### src/rtl/el_pkg.sv
// Shared definitions for the el_fib sequencing controller: FSM states,
// dual-rail pair codes and the saturating term counter helper.
package el_pkg;

   typedef enum logic [2:0] {
      S_IDLE,
      S_FRST,
      S_ARM,
      S_WDATA,
      S_WSPC,
      S_FIN,
      S_ERR
   } fib_state_e;

   typedef enum logic [1:0] {
      SPACER  = 2'b00,
      ZERO    = 2'b01,
      ONE     = 2'b10,
      ILLEGAL = 2'b11
   } rail_pair_e;

   localparam int unsigned IDX_W = 16;
   localparam logic [IDX_W-1:0] IDX_MAX = '1;

   function automatic logic [IDX_W-1:0] sat_inc(input logic [IDX_W-1:0] v);
      return (v == IDX_MAX) ? v : v + 1'b1;
   endfunction

endpackage

### src/rtl/el_fib_ctrl_if.sv
// Handshake bundle between the controller (master) and the dual-rail el_fib
// generator (slave); fib_data crosses in asynchronously.
interface el_fib_ctrl_if #(
   parameter int WIDTH = 32
);
   logic               fib_rst;
   logic               fib_start;
   logic               fib_ack;
   logic [2*WIDTH-1:0] fib_data;

   modport master (
      output fib_rst,
      output fib_start,
      output fib_ack,
      input  fib_data
   );

   modport slave (
      input  fib_rst,
      input  fib_start,
      input  fib_ack,
      output fib_data
   );
endinterface

### src/rtl/dr_decode.sv
// Purely combinational dual-rail decode of one synchronized codeword:
// per-pair completion, spacer detection, illegal detection and bit values.
module dr_decode
   import el_pkg::*;
#(
   parameter int WIDTH = 32
) (
   input  logic [2*WIDTH-1:0] sd,
   output logic               complete_raw,
   output logic               empty,
   output logic               illegal,
   output logic [WIDTH-1:0]   value
);

   always_comb begin
      complete_raw = 1'b1;
      empty        = 1'b1;
      illegal      = 1'b0;
      value        = '0;
      for (int i = 0; i < WIDTH; i++) begin
         unique case (rail_pair_e'(sd[2*i +: 2]))
            SPACER: complete_raw = 1'b0;
            ZERO:   empty = 1'b0;
            ONE: begin
               empty    = 1'b0;
               value[i] = 1'b1;
            end
            ILLEGAL: begin
               complete_raw = 1'b0;
               empty        = 1'b0;
               illegal      = 1'b1;
            end
         endcase
      end
   end

endmodule

### src/rtl/el_fib_ctrl.sv
// Sequences a dual-rail el_fib generator: resets it, starts it, and consumes
// 'count' terms through a four-phase ack handshake with timeout and error lock.
module el_fib_ctrl
   import el_pkg::*;
#(
   parameter int WIDTH      = 32,
   parameter int RST_CYCLES = 4,
   parameter int TIMEOUT    = 1024
) (
   input  logic                 clk,
   input  logic                 rst_n,
   input  logic                 go,
   input  logic [15:0]          count,
   output logic                 busy,
   output logic                 done,
   output logic                 err,
   output logic [WIDTH-1:0]     result,
   output logic [15:0]          term_idx,
   el_fib_ctrl_if.master        fib
);

   localparam int CNT_MAX = (TIMEOUT > RST_CYCLES) ? TIMEOUT : RST_CYCLES;
   localparam int CNT_W   = $clog2(CNT_MAX + 1);
   localparam logic [CNT_W-1:0] RST_LAST  = CNT_W'(RST_CYCLES - 1);
   localparam logic [CNT_W-1:0] WAIT_LAST = CNT_W'(TIMEOUT - 1);

   logic [2*WIDTH-1:0] sync1_q;
   logic [2*WIDTH-1:0] sd_q;
   logic [2*WIDTH-1:0] sd_prev_q;

   logic             complete_raw;
   logic             empty;
   logic             illegal;
   logic             complete;
   logic [WIDTH-1:0] dec_value;

   fib_state_e       state_q,    state_d;
   logic [CNT_W-1:0] wait_cnt_q, wait_cnt_d;
   logic [15:0]      count_q,    count_d;
   logic [WIDTH-1:0] result_q,   result_d;
   logic [15:0]      term_idx_q, term_idx_d;
   logic             busy_q,     busy_d;
   logic             done_q,     done_d;
   logic             err_q,      err_d;
   logic             fib_rst_q,  fib_rst_d;
   logic             fib_start_q, fib_start_d;
   logic             fib_ack_q,  fib_ack_d;

   // fib_data is asynchronous; sd_prev_q lets completion require one stable cycle
   // so a rail pair that lands late cannot produce a partial capture.
   always_ff @(posedge clk or negedge rst_n) begin
      if (!rst_n) begin
         sync1_q   <= '0;
         sd_q      <= '0;
         sd_prev_q <= '0;
      end else begin
         sync1_q   <= fib.fib_data;
         sd_q      <= sync1_q;
         sd_prev_q <= sd_q;
      end
   end

   dr_decode #(
      .WIDTH (WIDTH)
   ) u_decode (
      .sd           (sd_q),
      .complete_raw (complete_raw),
      .empty        (empty),
      .illegal      (illegal),
      .value        (dec_value)
   );

   assign complete = complete_raw && (sd_q == sd_prev_q);

   always_comb begin
      // NOTE: every _d starts from its _q so no path through this block infers a latch.
      state_d    = state_q;
      wait_cnt_d = wait_cnt_q;
      count_d    = count_q;
      result_d   = result_q;
      term_idx_d = term_idx_q;
      done_d     = 1'b0;

      unique case (state_q)
         S_IDLE: begin
            if (go) begin
               result_d   = '0;
               term_idx_d = '0;
               if (count == '0) begin
                  done_d = 1'b1;
               end else begin
                  count_d    = count;
                  wait_cnt_d = '0;
                  state_d    = S_FRST;
               end
            end
         end
         S_FRST: begin
            if (wait_cnt_q == RST_LAST) state_d = S_ARM;
            else                        wait_cnt_d = wait_cnt_q + 1'b1;
         end
         S_ARM: begin
            wait_cnt_d = '0;
            state_d    = S_WDATA;
         end
         S_WDATA: begin
            if (illegal) begin
               state_d = S_ERR;
            end else if (complete) begin
               result_d   = dec_value;
               term_idx_d = sat_inc(term_idx_q);
               wait_cnt_d = '0;
               state_d    = S_WSPC;
            end else if (wait_cnt_q == WAIT_LAST) begin
               state_d = S_ERR;
            end else begin
               wait_cnt_d = wait_cnt_q + 1'b1;
            end
         end
         S_WSPC: begin
            if (illegal) begin
               state_d = S_ERR;
            end else if (empty) begin
               wait_cnt_d = '0;
               state_d    = (term_idx_q == count_q) ? S_FIN : S_WDATA;
            end else if (wait_cnt_q == WAIT_LAST) begin
               state_d = S_ERR;
            end else begin
               wait_cnt_d = wait_cnt_q + 1'b1;
            end
         end
         S_FIN:   state_d = S_IDLE;
         S_ERR:   state_d = S_ERR;
         default: state_d = S_IDLE;
      endcase

      // Outputs are decoded from the next state so the registered copies line
      // up with state_q in the same cycle.
      busy_d      = state_d inside {S_FRST, S_ARM, S_WDATA, S_WSPC, S_FIN};
      done_d      = done_d || (state_d == S_FIN);
      err_d       = (state_d == S_ERR);
      fib_rst_d   = state_d inside {S_IDLE, S_FRST, S_FIN, S_ERR};
      fib_start_d = state_d inside {S_ARM, S_WDATA, S_WSPC};
      fib_ack_d   = (state_d == S_WSPC);
   end

   always_ff @(posedge clk or negedge rst_n) begin
      if (!rst_n) begin
         state_q     <= S_IDLE;
         wait_cnt_q  <= '0;
         count_q     <= '0;
         result_q    <= '0;
         term_idx_q  <= '0;
         busy_q      <= 1'b0;
         done_q      <= 1'b0;
         err_q       <= 1'b0;
         fib_rst_q   <= 1'b1;
         fib_start_q <= 1'b0;
         fib_ack_q   <= 1'b0;
      end else begin
         // NOTE: non-blocking assignments keep every flop sampling pre-edge values.
         state_q     <= state_d;
         wait_cnt_q  <= wait_cnt_d;
         count_q     <= count_d;
         result_q    <= result_d;
         term_idx_q  <= term_idx_d;
         busy_q      <= busy_d;
         done_q      <= done_d;
         err_q       <= err_d;
         fib_rst_q   <= fib_rst_d;
         fib_start_q <= fib_start_d;
         fib_ack_q   <= fib_ack_d;
      end
   end

   assign busy          = busy_q;
   assign done          = done_q;
   assign err           = err_q;
   assign result        = result_q;
   assign term_idx      = term_idx_q;
   assign fib.fib_rst   = fib_rst_q;
   assign fib.fib_start = fib_start_q;
   assign fib.fib_ack   = fib_ack_q;

endmodule

### src/flat_wrapper.sv
// flat-port wrapper written by rule: the top's interface ports become plain ports
module el_fib_ctrl_flat import el_pkg::*;
#(
   parameter int WIDTH      = 32,
   parameter int RST_CYCLES = 4,
   parameter int TIMEOUT    = 1024
)
  (clk, rst_n, go, count, busy, done, err, result, term_idx, fib_fib_rst, fib_fib_start, fib_fib_ack, fib_fib_data);
  el_fib_ctrl_if #(.WIDTH(WIDTH)) fib_i ();
  input  logic clk;
  input  logic rst_n;
  input  logic go;
  input  logic [15:0] count;
  output logic busy;
  output logic done;
  output logic err;
  output logic [WIDTH-1:0] result;
  output logic [15:0] term_idx;
  output wire logic [$bits(fib_i.fib_rst)-1:0] fib_fib_rst;
  output wire logic [$bits(fib_i.fib_start)-1:0] fib_fib_start;
  output wire logic [$bits(fib_i.fib_ack)-1:0] fib_fib_ack;
  input wire logic [$bits(fib_i.fib_data)-1:0] fib_fib_data;
  assign fib_fib_rst = fib_i.fib_rst;
  assign fib_fib_start = fib_i.fib_start;
  assign fib_fib_ack = fib_i.fib_ack;
  assign fib_i.fib_data = fib_fib_data;
  el_fib_ctrl #(.WIDTH(WIDTH), .RST_CYCLES(RST_CYCLES), .TIMEOUT(TIMEOUT)) u_core (.clk(clk), .rst_n(rst_n), .go(go), .count(count), .busy(busy), .done(done), .err(err), .result(result), .term_idx(term_idx), .fib(fib_i));
endmodule
### config.mk
export PLATFORM = sky130hd
export DESIGN_NAME = el_fib_ctrl_flat
export DESIGN_NICKNAME = d
export VERILOG_FILES = /design/src/rtl/el_pkg.sv /design/src/rtl/el_fib_ctrl_if.sv /design/src/rtl/dr_decode.sv /design/src/rtl/el_fib_ctrl.sv /design/src/flat_wrapper.sv
export SDC_FILE = /design/constraint.sdc
export NUM_CORES = 1
export LEC_CHECK = 0
export ABC_CLOCK_PERIOD_IN_PS = 2680
export CORE_ASPECT_RATIO = 1.4
export CORE_UTILIZATION = 37
export CTS_CLUSTER_SIZE = 12
export DETAILED_ROUTE_END_ITERATION = 10
export GPL_TIMING_DRIVEN = 0
export PLACE_DENSITY = 0.56
export SLEW_MARGIN = 30
export SYNTH_ARGS = -nofsm -noshare
export SYNTH_HDL_FRONTEND = slang
export SYNTH_SLANG_ARGS = --single-unit
### constraint.sdc
create_clock -name clk -period 2.68 [get_ports clk]
set_clock_uncertainty 0.15 [all_clocks]
set_input_delay 0.536 -clock clk [delete_from_list [all_inputs] [get_ports clk]]
set_output_delay 0.536 -clock clk [all_outputs]
set_load 0.02 [all_outputs]
Word-level counts from Yosys, hierarchy flattened
Cells that the tools add are included.
{"block": "totals", "ff_bits": 276, "latch_bits": 0, "mem_bits_rw": 0, "mem_bits_ro": 0, "inputBits": 83, "output_inout_bits": 54, "elab_cells": 405, "n_memories": 0}
{"block": "op_classes", "n_addsub": 2, "mul": 0, "div": 0, "n_lt_le_gt_ge": 0, "n_eq_ne": 119, "n_shift": 0, "n_mux": 159, "bitwise": 1, "reduce_logical": 110}
{"cell": "two-way mux 1 bit", "n": 131}
{"cell": "== test 2 bit, second input constant", "n": 64}
{"cell": "two-way mux 32 bit", "n": 3}
{"cell": "OR reduction 3 bit", "n": 32}
{"cell": "two-way mux 11 bit", "n": 8}
{"cell": "== test 2 x 1 -> 1 bit, second input constant", "n": 32}
{"cell": "== test 64 bit", "n": 1}
{"cell": "zero test 2 bit", "n": 32}
{"cell": "two-way mux 16 bit", "n": 4}
{"cell": "one-hot mux 32 bit (2 select lines)", "n": 1}
{"cell": "OR reduction 2 bit", "n": 32}
{"cell": "one-hot mux 11 bit (5 select lines)", "n": 1}
{"cell": "one-hot mux 16 bit (2 select lines)", "n": 1}
{"cell": "two-way mux 3 bit", "n": 9}
{"cell": "one-hot mux 3 bit (6 select lines)", "n": 1}
{"cell": "adder 16 x 1 -> 16 bit, second input constant", "n": 1}
{"cell": "== test 16 bit", "n": 1}
{"cell": "== test 16 bit, second input constant", "n": 1}
{"cell": "zero test 16 bit", "n": 1}
{"cell": "== test 3 bit, second input constant", "n": 5}
{"cell": "== test 3 x 2 -> 1 bit, second input constant", "n": 4}
{"cell": "inequality test 2 bit, second input constant", "n": 6}
{"cell": "adder 11 x 1 -> 11 bit, second input constant", "n": 1}
{"cell": "== test 11 x 10 -> 1 bit, second input constant", "n": 1}
{"cell": "other kinds (15)", "n": 18}

Longest topological paths before layout
Gate-level depths: netlist (run 1).
{"block": "depth", "ltp_word": 40, "depth_mapped": 12, "mapped_depth_nobuf": 10}

By module
From an unflattened synthesis (run 1), not the netlist that was laid out.
{"block": "unflattened", "cells_unflattened": 964, "area_unflattened_um2": 11773.8}
{"module": "el_fib_ctrl", "n_inst": 1, "cells_each": 771, "area_per_inst_um2": 10126.0, "seq_area_each_um2": 6907.9}
{"module": "dr_decode", "n_inst": 1, "cells_each": 193, "area_per_inst_um2": 1647.8, "seq_area_each_um2": 0.0}

Worst setup path after synthesis (run 1)
Ideal clock, no wire load.
{"block": "synth_timing", "path_type": "register to register", "start": "register u_core.sd_q[26]", "end": "register u_core.term_idx_q[13], in the netlist u_core.term_idx[13]", "setup_time_ns": 0.079, "t_arrival_ns": 2.660, "setup_slack_ns": -0.210, "stages_incl_launch_ff": 12, "n_path_buf": 1, "synth_period_minus_slack_ns": 2.890, "cell_sequence": "dfrtp_1 inv_1 ha_1 nand4_1 nor4_1 nand4_1 or4_4 o21ai_4 nand2_2 buf_2 nor4_2 mux2i_1"}
{"block": "synth_via", "elab_chain_len": 24}
{"item": "from (decl)", "line": "el_fib_ctrl.sv:28", "source": "logic [2*WIDTH-1:0] sd_q;"}
{"item": "from (signal assigned)", "line": "el_fib_ctrl.sv:58", "source": "sd_q <= sync1_q;"}
{"item": "== test 2 bit or zero test 2 bit (tied branches)", "line": "dr_decode.sv:21", "source": "unique case (rail_pair_e'(sd[2*i +: 2]))"}
{"item": "OR reduction 2 bit (no line)"}
{"item": "two-way mux 1 bit (19 in a row)", "line": "dr_decode.sv:21"}
{"item": "logical AND 1 bit", "line": "el_fib_ctrl.sv:73", "source": "assign complete = complete_raw && (sd_q == sd_prev_q);"}
{"item": "inequality test 2 x 1 -> 1 bit (no line)"}
{"item": "AND reduction 5 bit (no line) (*)"}
{"item": "to (signal assigned)", "line": "el_fib_ctrl.sv:166", "source": "term_idx_q <= term_idx_d;"}
{"item": "to (decl)", "line": "el_fib_ctrl.sv:41", "source": "logic [15:0] term_idx_q, term_idx_d;"}
Mark *: on every way between the ends. The rest lies on a longest branch, timed or not.
A chain may end at the register's enable or synchronous reset.

Worst setup path after layout (run 1)
{"block": "layout_timing", "start": "register u_core.sd_q[39]", "end": "register u_core.term_idx_q[6], in the netlist u_core.term_idx[6]"}
{"block": "layout_via", "elab_chain_len": 18}
{"item": "== test 2 bit or zero test 2 bit (tied branches)", "line": "dr_decode.sv:21"}
{"item": "OR reduction 2 bit (no line)"}
{"item": "two-way mux 1 bit (13 in a row)", "line": "dr_decode.sv:21"}
{"item": "logical AND 1 bit", "line": "el_fib_ctrl.sv:73"}
{"item": "inequality test 2 x 1 -> 1 bit (no line)"}
{"item": "AND reduction 5 bit (no line) (*)"}
Marks and branches as above.

==> results of run 1 <==
-- worst register-to-register path, delay by kind of cell, from the launching register on --
kind	cells	cell delay, ns
AO/OA/AOI/OAI	2	0.42
adder cells (fa/ha/maj)	1	0.26
buffers and inverters	2	0.24
flip-flops	1	0.38
AND/OR/NAND/NOR	6	1.71
-- through the flow --
step / instance area (sq um) / hold slack, ns
after floorplan: 11350 / 0.09041
after global placement: 13200 / 0.1834
after detailed placement: 13290 / 0.1847
after CTS: 15220 / 0.1951
after global routing: 15640 / 0.2010
final: 15640 / 0.1928
-- repair_timing --
action                                  4_1_cts  5_1_grt
gates resized for setup                      98       63
buffers inserted                             89       20
pin swaps                                    21       32
cloned                                        1        0
endpoints found under the hold margin        38        0
hold buffers                                  1        0
endpoints found under the setup margin       78       78
-- cell usage after synthesis, types with 6 or more instances --
master | number | area share [%]
or3_1 | 6 | 0.33
nand2_1 | 94 | 3.1
nand3_1 | 14 | 0.62
dfrtp_1 | 275 | 61
a21oi_1 | 13 | 0.58
xnor2_1 | 31 | 2.4
xor2_1 | 54 | 4.2
nand4_1 | 32 | 1.8
ha_1 | 98 | 11
o21ai_0 | 46 | 2.0
nor2_1 | 23 | 0.76
or4_1 | 7 | 0.47
nor3_1 | 11 | 0.49
mux2_2 | 18 | 1.8
nor4_1 | 30 | 1.7
inv_1 | 73 | 2.4
clkbuf_1 | 12 | 0.40
-- where the power goes --
| group | internal [mW] | switching (mW) | total (mW) |
|---|---|---|---|
| combinational | 0.313 | 0.284 | 0.597 |
| clock | 2.22 | 1.55 | 3.77 |
| sequential | 4.32 | 0.108 | 4.43 |
-- state kept, by name, summed over array words and instances (netlist names) --
register and count:
u_core.busy 1, u_core.err 1, u_core.sd_q 64, u_core.fib.fib_start 1, u_core.fib.fib_ack 1, u_core.term_idx 16, u_core.done 1, u_core.fib.fib_rst 1
u_core.sync1_q 64, u_core.wait_cnt_q 11, u_core.state_q 3, u_core.count_q 16, u_core.sd_prev_q 64, u_core.result 32
-- layer usage --
metal,up-vias,GRT usage (%)
li1,3590,-
met1,3700,21.70
met2,201,32.15
met3,56,2.074
met4,0,7.565
met5,-,0
-- path summary, 6_finish.rpt --
check                      slack, ns  cells after the start                    to
max reg2reg                    -0.55                     11    u_core.term_idx[6]
min in group asynchronous       0.32                      2  u_core.wait_cnt_q[2]
max                            -0.55                     11    u_core.term_idx[6]
max in group asynchronous       0.93                      4        u_core.sd_q[1]
min                             0.19                      0       u_core.sd_q[21]
min reg2reg                     0.19                      0       u_core.sd_q[21]
-- kinds of logic after synthesis --
| kind of cell | after synthesis | synth area share (%) |
|---|---|---|
| adders and majority gates | 98 | 10.86 |
| AOI/OAI and AO/OA | 88 | 4.832 |
| and+or+nand+nor | 246 | 11.26 |
| muxes | 22 | 2.150 |
| xor gates and xnor gates | 85 | 6.593 |
| DFF | 276 | 61.18 |
| buffers and inverters | 89 | 3.125 |
-- final cells by class --
class | instances | area share [%]
buffer | 16 | 0.8323
clock buffer | 35 | 4.978
clock inverter | 8 | 0.6242
inverter | 73 | 1.753
multi-input combinational | 539 | 29.70
sequential | 276 | 44.41
tap | 385 | 3.081
timing repair buffer | 246 | 14.62
==> results.sh, run 1 <==
export IMPL_die_y_microns=208.7
export IMPL_slew_headroom_pct=49.55
export IMPL_max_stage_delay_ns=0.50
export IMPL_clockBufferDepth=3
export IMPL_area_growth_pct=38.48
export IMPL_overflow=0
export IMPL_vias=7547
export IMPL_drt_iter0_drc=256
export IMPL_irDropWorstVdd_mv=0.4474
export IMPL_placementRows=75
export IMPL_diodes=0
export IMPL_port_buffers=136
export IMPL_finish_net_count=1362
export IMPL_die_x_microns=149.6
export IMPL_crit_fanout=5
export IMPL_place_ws_ns=-0.9660
export IMPL_ys_seq_area_share_pct=61.18
export IMPL_required_ns=3.01
export IMPL_core_area_sq_um=30030
export IMPL_p_total_mw=8.793
export IMPL_grt_pass1_wl_microns=42730
export IMPL_dieArea_sq_um=31230
export IMPL_routed_via_density=4.783
export IMPL_wl_met1_microns=11120
export IMPL_synthArstFlopShare_pct=100.0
export IMPL_drc=0
export IMPL_rsz0062_at_grt="true"
export IMPL_grt_pass1_vias=7862
export IMPL_min_period_ns=3.228
export IMPL_yosysWarnings=0
export IMPL_grtUsageTotal_pct=18.03
export IMPL_cts_tree="yes"
export IMPL_tns_ns=-24.42
export IMPL_highest_layer="met4"
export IMPL_path_class="flip-flop to flip-flop"
export IMPL_regArea_sq_um=6944
export IMPL_violations="setup timing"
export IMPL_dp_cells=1428
export IMPL_path_delay_family="simple AND/OR/NAND/NOR gates"
export IMPL_synth_edf_count=0
export IMPL_multi_input_area_sq_um=4643
export IMPL_syn_nets=1085
export IMPL_leakage_nw=7.032
export IMPL_path_common_cell="nand4_1"
export IMPL_clkTransAtPathRegs_ns=0.06
export IMPL_n_fill_cell=2647
export IMPL_crit_path_cell_trace="inv_1 > ha_4 > nand4_1 > nor4_4 > nand4_1 > or4_4 > o21ai_4 > nand4b_4 > buf_6 > or3_1 > a21oi_1"
export IMPL_wirelength_microns=27680
export IMPL_powerDensity_nw_per_um2=562.4
export IMPL_report_final_setup_viol=66
export IMPL_place_gp_congestion=0.8793
export IMPL_netlist_area_sq_um=11290
export IMPL_synthCells=904
export IMPL_synth_cell_types=58
export IMPL_clock_latency_ns=0.55
export IMPL_min_path_type="flip-flop to flip-flop"
export IMPL_wl_met2_microns=14400
export IMPL_ios=137
export IMPL_final_core_util_pct=52.07
export IMPL_root_buffer="clkbuf_16"
export IMPL_first_pass_iters=4
export IMPL_wl_per_cell_microns=17.54
export IMPL_run_status="finished with violations"
export IMPL_antenna_found_initial=0
export IMPL_final_cell_mix="dfrtp_1, clkdlybuf4s50_1, buf_4"
export IMPL_stdcell_count=1578
export IMPL_htreeDepth=1
export IMPL_cts_buffers=29
export IMPL_postRouteAntennaNets=0
export IMPL_worst_pin_slew_ns=0.7499
export IMPL_endpoint_kind="flip-flop"
export IMPL_finalHoldViolCount=0
export IMPL_fin_ws_ns=-0.5479
export IMPL_synth_seq_cells=276
export IMPL_startpoint="u_core.sd_q[39]"
export IMPL_r2r_start="u_core.sd_q[39]"
export IMPL_max_cap_violations=0
export IMPL_drv_slew=0
export IMPL_numClockSinks=276
export IMPL_ys_flop_type="dfrtp_1"
export IMPL_critical_path_buf_inv_count=2
export IMPL_route_met3_wl_microns=1040
export IMPL_post_route_period_util_pct=120.4
export IMPL_drive_gt1_share_pct=25.98
export IMPL_critPathSlowestCell="or4_4"
export IMPL_cp_start_kind="flip-flop"
export IMPL_final_common_cell="dfrtp_1"
export IMPL_min_from="u_core.sync1_q[21]"
export IMPL_cp_data_arrival_time_ns=3.56
export IMPL_synth_avg_cell_area_sq_um=12.49
export IMPL_grt_max_degree=95
export IMPL_hpwl_microns=19100
export IMPL_initial_core_util_pct=37.60
export IMPL_fmax_ghz=0.3098
Power figures use the tool's default switching activity.
==> run 2: changes to the inputs <==
Settings changed: CORE_MARGIN set to 2, MAX_ROUTING_LAYER set to met4.
==> run 2 against run 1 <==
  * The flow still finishes with violations (setup timing)
  * Sequential power about the same
  * Non-clock buffer count down 37
  * Design area shrank 2.6%
  * Worst setup slack hardly changed
  * Clock-buffer cell count is 1 higher
  * Power is 0.48% lower
==> results.sh, run 2 (same netlist as run 1, synthesis figures left out) <==
export IMPL_run_status="finished with violations"
export IMPL_violations="setup timing"
export IMPL_max_stage_delay_ns=0.49
export IMPL_area_growth_pct=34.88
export IMPL_crit_fanout=10
export IMPL_first_pass_iters=5
export IMPL_final_common_cell="dfrtp_1"
export IMPL_cp_start_kind="flip-flop"
export IMPL_fin_ws_ns=-0.5484
export IMPL_die_x_microns=151.6
export IMPL_grt_pass1_vias=7694
export IMPL_placementRows=75
export IMPL_grt_max_degree=86
export IMPL_wl_per_cell_microns=17.54
export IMPL_drc=0
export IMPL_initial_core_util_pct=37.60
export IMPL_clkPwrFrac_pct=43.2
export IMPL_finalHoldViolCount=0
export IMPL_required_ns=3.01
export IMPL_stdcell_count=1541
export IMPL_post_route_period_util_pct=120.5
export IMPL_finish_net_count=1325
export IMPL_powerDensity_nw_per_um2=574.5
export IMPL_hpwl_microns=19310
export IMPL_numClockSinks=276
export IMPL_critical_path_buf_inv_count=3
export IMPL_drive_gt1_share_pct=21.89
export IMPL_cts_tree="yes"
export IMPL_clock_latency_ns=0.55
export IMPL_diodes=0
export IMPL_max_cap_violations=0
export IMPL_path_class="flip-flop to flip-flop"
export IMPL_antenna_found_initial=0
export IMPL_clkTransAtPathRegs_ns=0.06
export IMPL_port_buffers=136
export IMPL_final_cell_mix="dfrtp_1, clkdlybuf4s50_1, nand2_1"
export IMPL_routed_via_density=4.744
export IMPL_crit_path_cell_trace="inv_1 > ha_1 > nand4_1 > nor4_4 > nand4_1 > or4_4 > o21ai_4 > buf_6 > nand2_4 > buf_8 > nor4_4 > mux2i_1"
export IMPL_critPathSlowestCell="or4_4"
export IMPL_vias=7310
export IMPL_n_fill_cell=2687
export IMPL_endpoint_kind="flip-flop"
export IMPL_drt_iter0_drc=270
export IMPL_rsz0062_at_grt="true"
export IMPL_place_gp_congestion=0.8543
export IMPL_htreeDepth=1
export IMPL_grtUsageTotal_pct=17.90
export IMPL_power_switching_mw=1.904
export IMPL_slew_headroom_pct=47.84
export IMPL_report_final_setup_viol=66
export IMPL_dieArea_sq_um=31950
export IMPL_wirelength_microns=27030
export IMPL_top_regs="u_core.sd_prev_q: 64 flops, u_core.sd_q: 64 flops, u_core.sync1_q: 64 flops"
export IMPL_cts_buffers=29
export IMPL_hold_ws_ns=0.1937
export IMPL_p_int_mw=6.847
export IMPL_die_y_microns=210.7
export IMPL_core_area_sq_um=30030
export IMPL_clockBufferDepth=3
export IMPL_leakage_nw=6.855
export IMPL_ios=137
export IMPL_overflow=0
export IMPL_min_path_type="flip-flop to flip-flop"
export IMPL_grt_pass1_wl_microns=42120
export IMPL_path_delay_family="simple AND/OR/NAND/NOR gates"
export IMPL_swShare_pct=21.75
export IMPL_worst_pin_slew_ns=0.7752
export IMPL_postRouteAntennaNets=0
export IMPL_irDropWorstVdd_mv=0.4794
export IMPL_drv_slew=0
export IMPL_root_buffer="clkbuf_16"
export IMPL_cp_data_arrival_time_ns=3.56
export IMPL_pwr_share_seq_pct=50.7
export IMPL_min_period_ns=3.228
export IMPL_combinationalPowerShare_pct=6.2
export IMPL_dp_cells=1428
export IMPL_fmax_ghz=0.3098
==> run 2: cell count changes in the layout (fill, tap and decap cells not counted), moves of 5 or more <==
cell	delta
buf_4	-38
ha_2	+5
ha_4	-8
inv_1	+9
inv_2	-9
==> run 2: what timing repair did <==
action | CTS | global route
buffers inserted | 62 | 8
setup endpoints to repair | 78 | 68
endpoints found under the hold margin | 48 | 0
cloned | 1 | 0
hold buffers | 1 | 0
gates resized for setup | 96 | 46
pin swaps | 21 | 16
==> run 2: worst reg2reg max path, stage by stage (launching register included) <==
cell and delay (ns):
dfrtp_1 0.45, inv_1 0.08, ha_1 0.29, nand4_1 0.18, nor4_4 0.23, nand4_1 0.23, or4_4 0.50, o21ai_4 0.24
buf_6 0.15, nand2_4 0.07, buf_8 0.17, nor4_4 0.21, mux2i_1 0.21
==> run 2: metal layers <==
metal | track usage [%] | vias to the layer above | part of all wire, %
li1 | - | 3522 | -
met1 | 20.61 | 3582 | 40
met2 | 31.94 | 165 | 53
met3 | 2.181 | 41 | 3.9
met4 | 6.290 | 0 | 3.1
met5 | - | - | 0
==> run 2: final cells by class <==
type	instances	area [sq um]	area share, %
plain buffers	15	122.6	0.8051
clock buffers	36	792.0	5.200
clock inverters	7	92.59	0.6080
inverters	73	274.0	1.799
multi-input cells	539	4497	29.53
flip-flops and latches	276	6940	45.57
well taps	385	481.7	3.163
repair buffers	210	2029	13.33
==> run 2: power groups by stage <==
stage | registers [mW] | clock network (mW) | logic, mW
2_1_floorplan | 4.47 | 0 | 0.157
3_3_place_gp | 4.52 | 0 | 0.428
3_5_place_dp | 4.52 | 0 | 0.447
4_1_cts | 4.43 | 3.91 | 0.540
5_1_grt | 4.45 | 4.06 | 0.601
6_report | 4.43 | 3.78 | 0.540
==> run 2: final timing paths <==
check                                         from                   to  slack (ns)  cells after the start
worst min register to register  u_core.sync1_q[24]      u_core.sd_q[24]        0.19                      0
worst max-delay path               u_core.sd_q[27]  u_core.term_idx[13]       -0.55                     12
worst min-delay path            u_core.sync1_q[24]      u_core.sd_q[24]        0.19                      0
min in group asynchronous                    rst_n   u_core.sync1_q[35]        0.33                      2
worst max register to register     u_core.sd_q[27]  u_core.term_idx[13]       -0.55                     12
max in group asynchronous                    rst_n      u_core.sd_q[55]        0.87                      4
==> run 2: through the flow <==
stage           TNS, ns  utilization, %  instance area (sq um)  power (mW)  setup WS [ns]
3_5_place_dp     -61.74           44.24                  13290       4.966        -0.9372
6_report         -25.78           50.72                  15230       8.750        -0.5484
3_3_place_gp   -3000.74           43.95                  13200       4.950         -10.70
4_1_cts          -24.18           49.89                  14980       8.880        -0.5269
5_1_grt          -35.01           50.72                  15230       9.111        -0.6645
2_1_floorplan   -0.7327               -                  11350       4.626        -0.1071
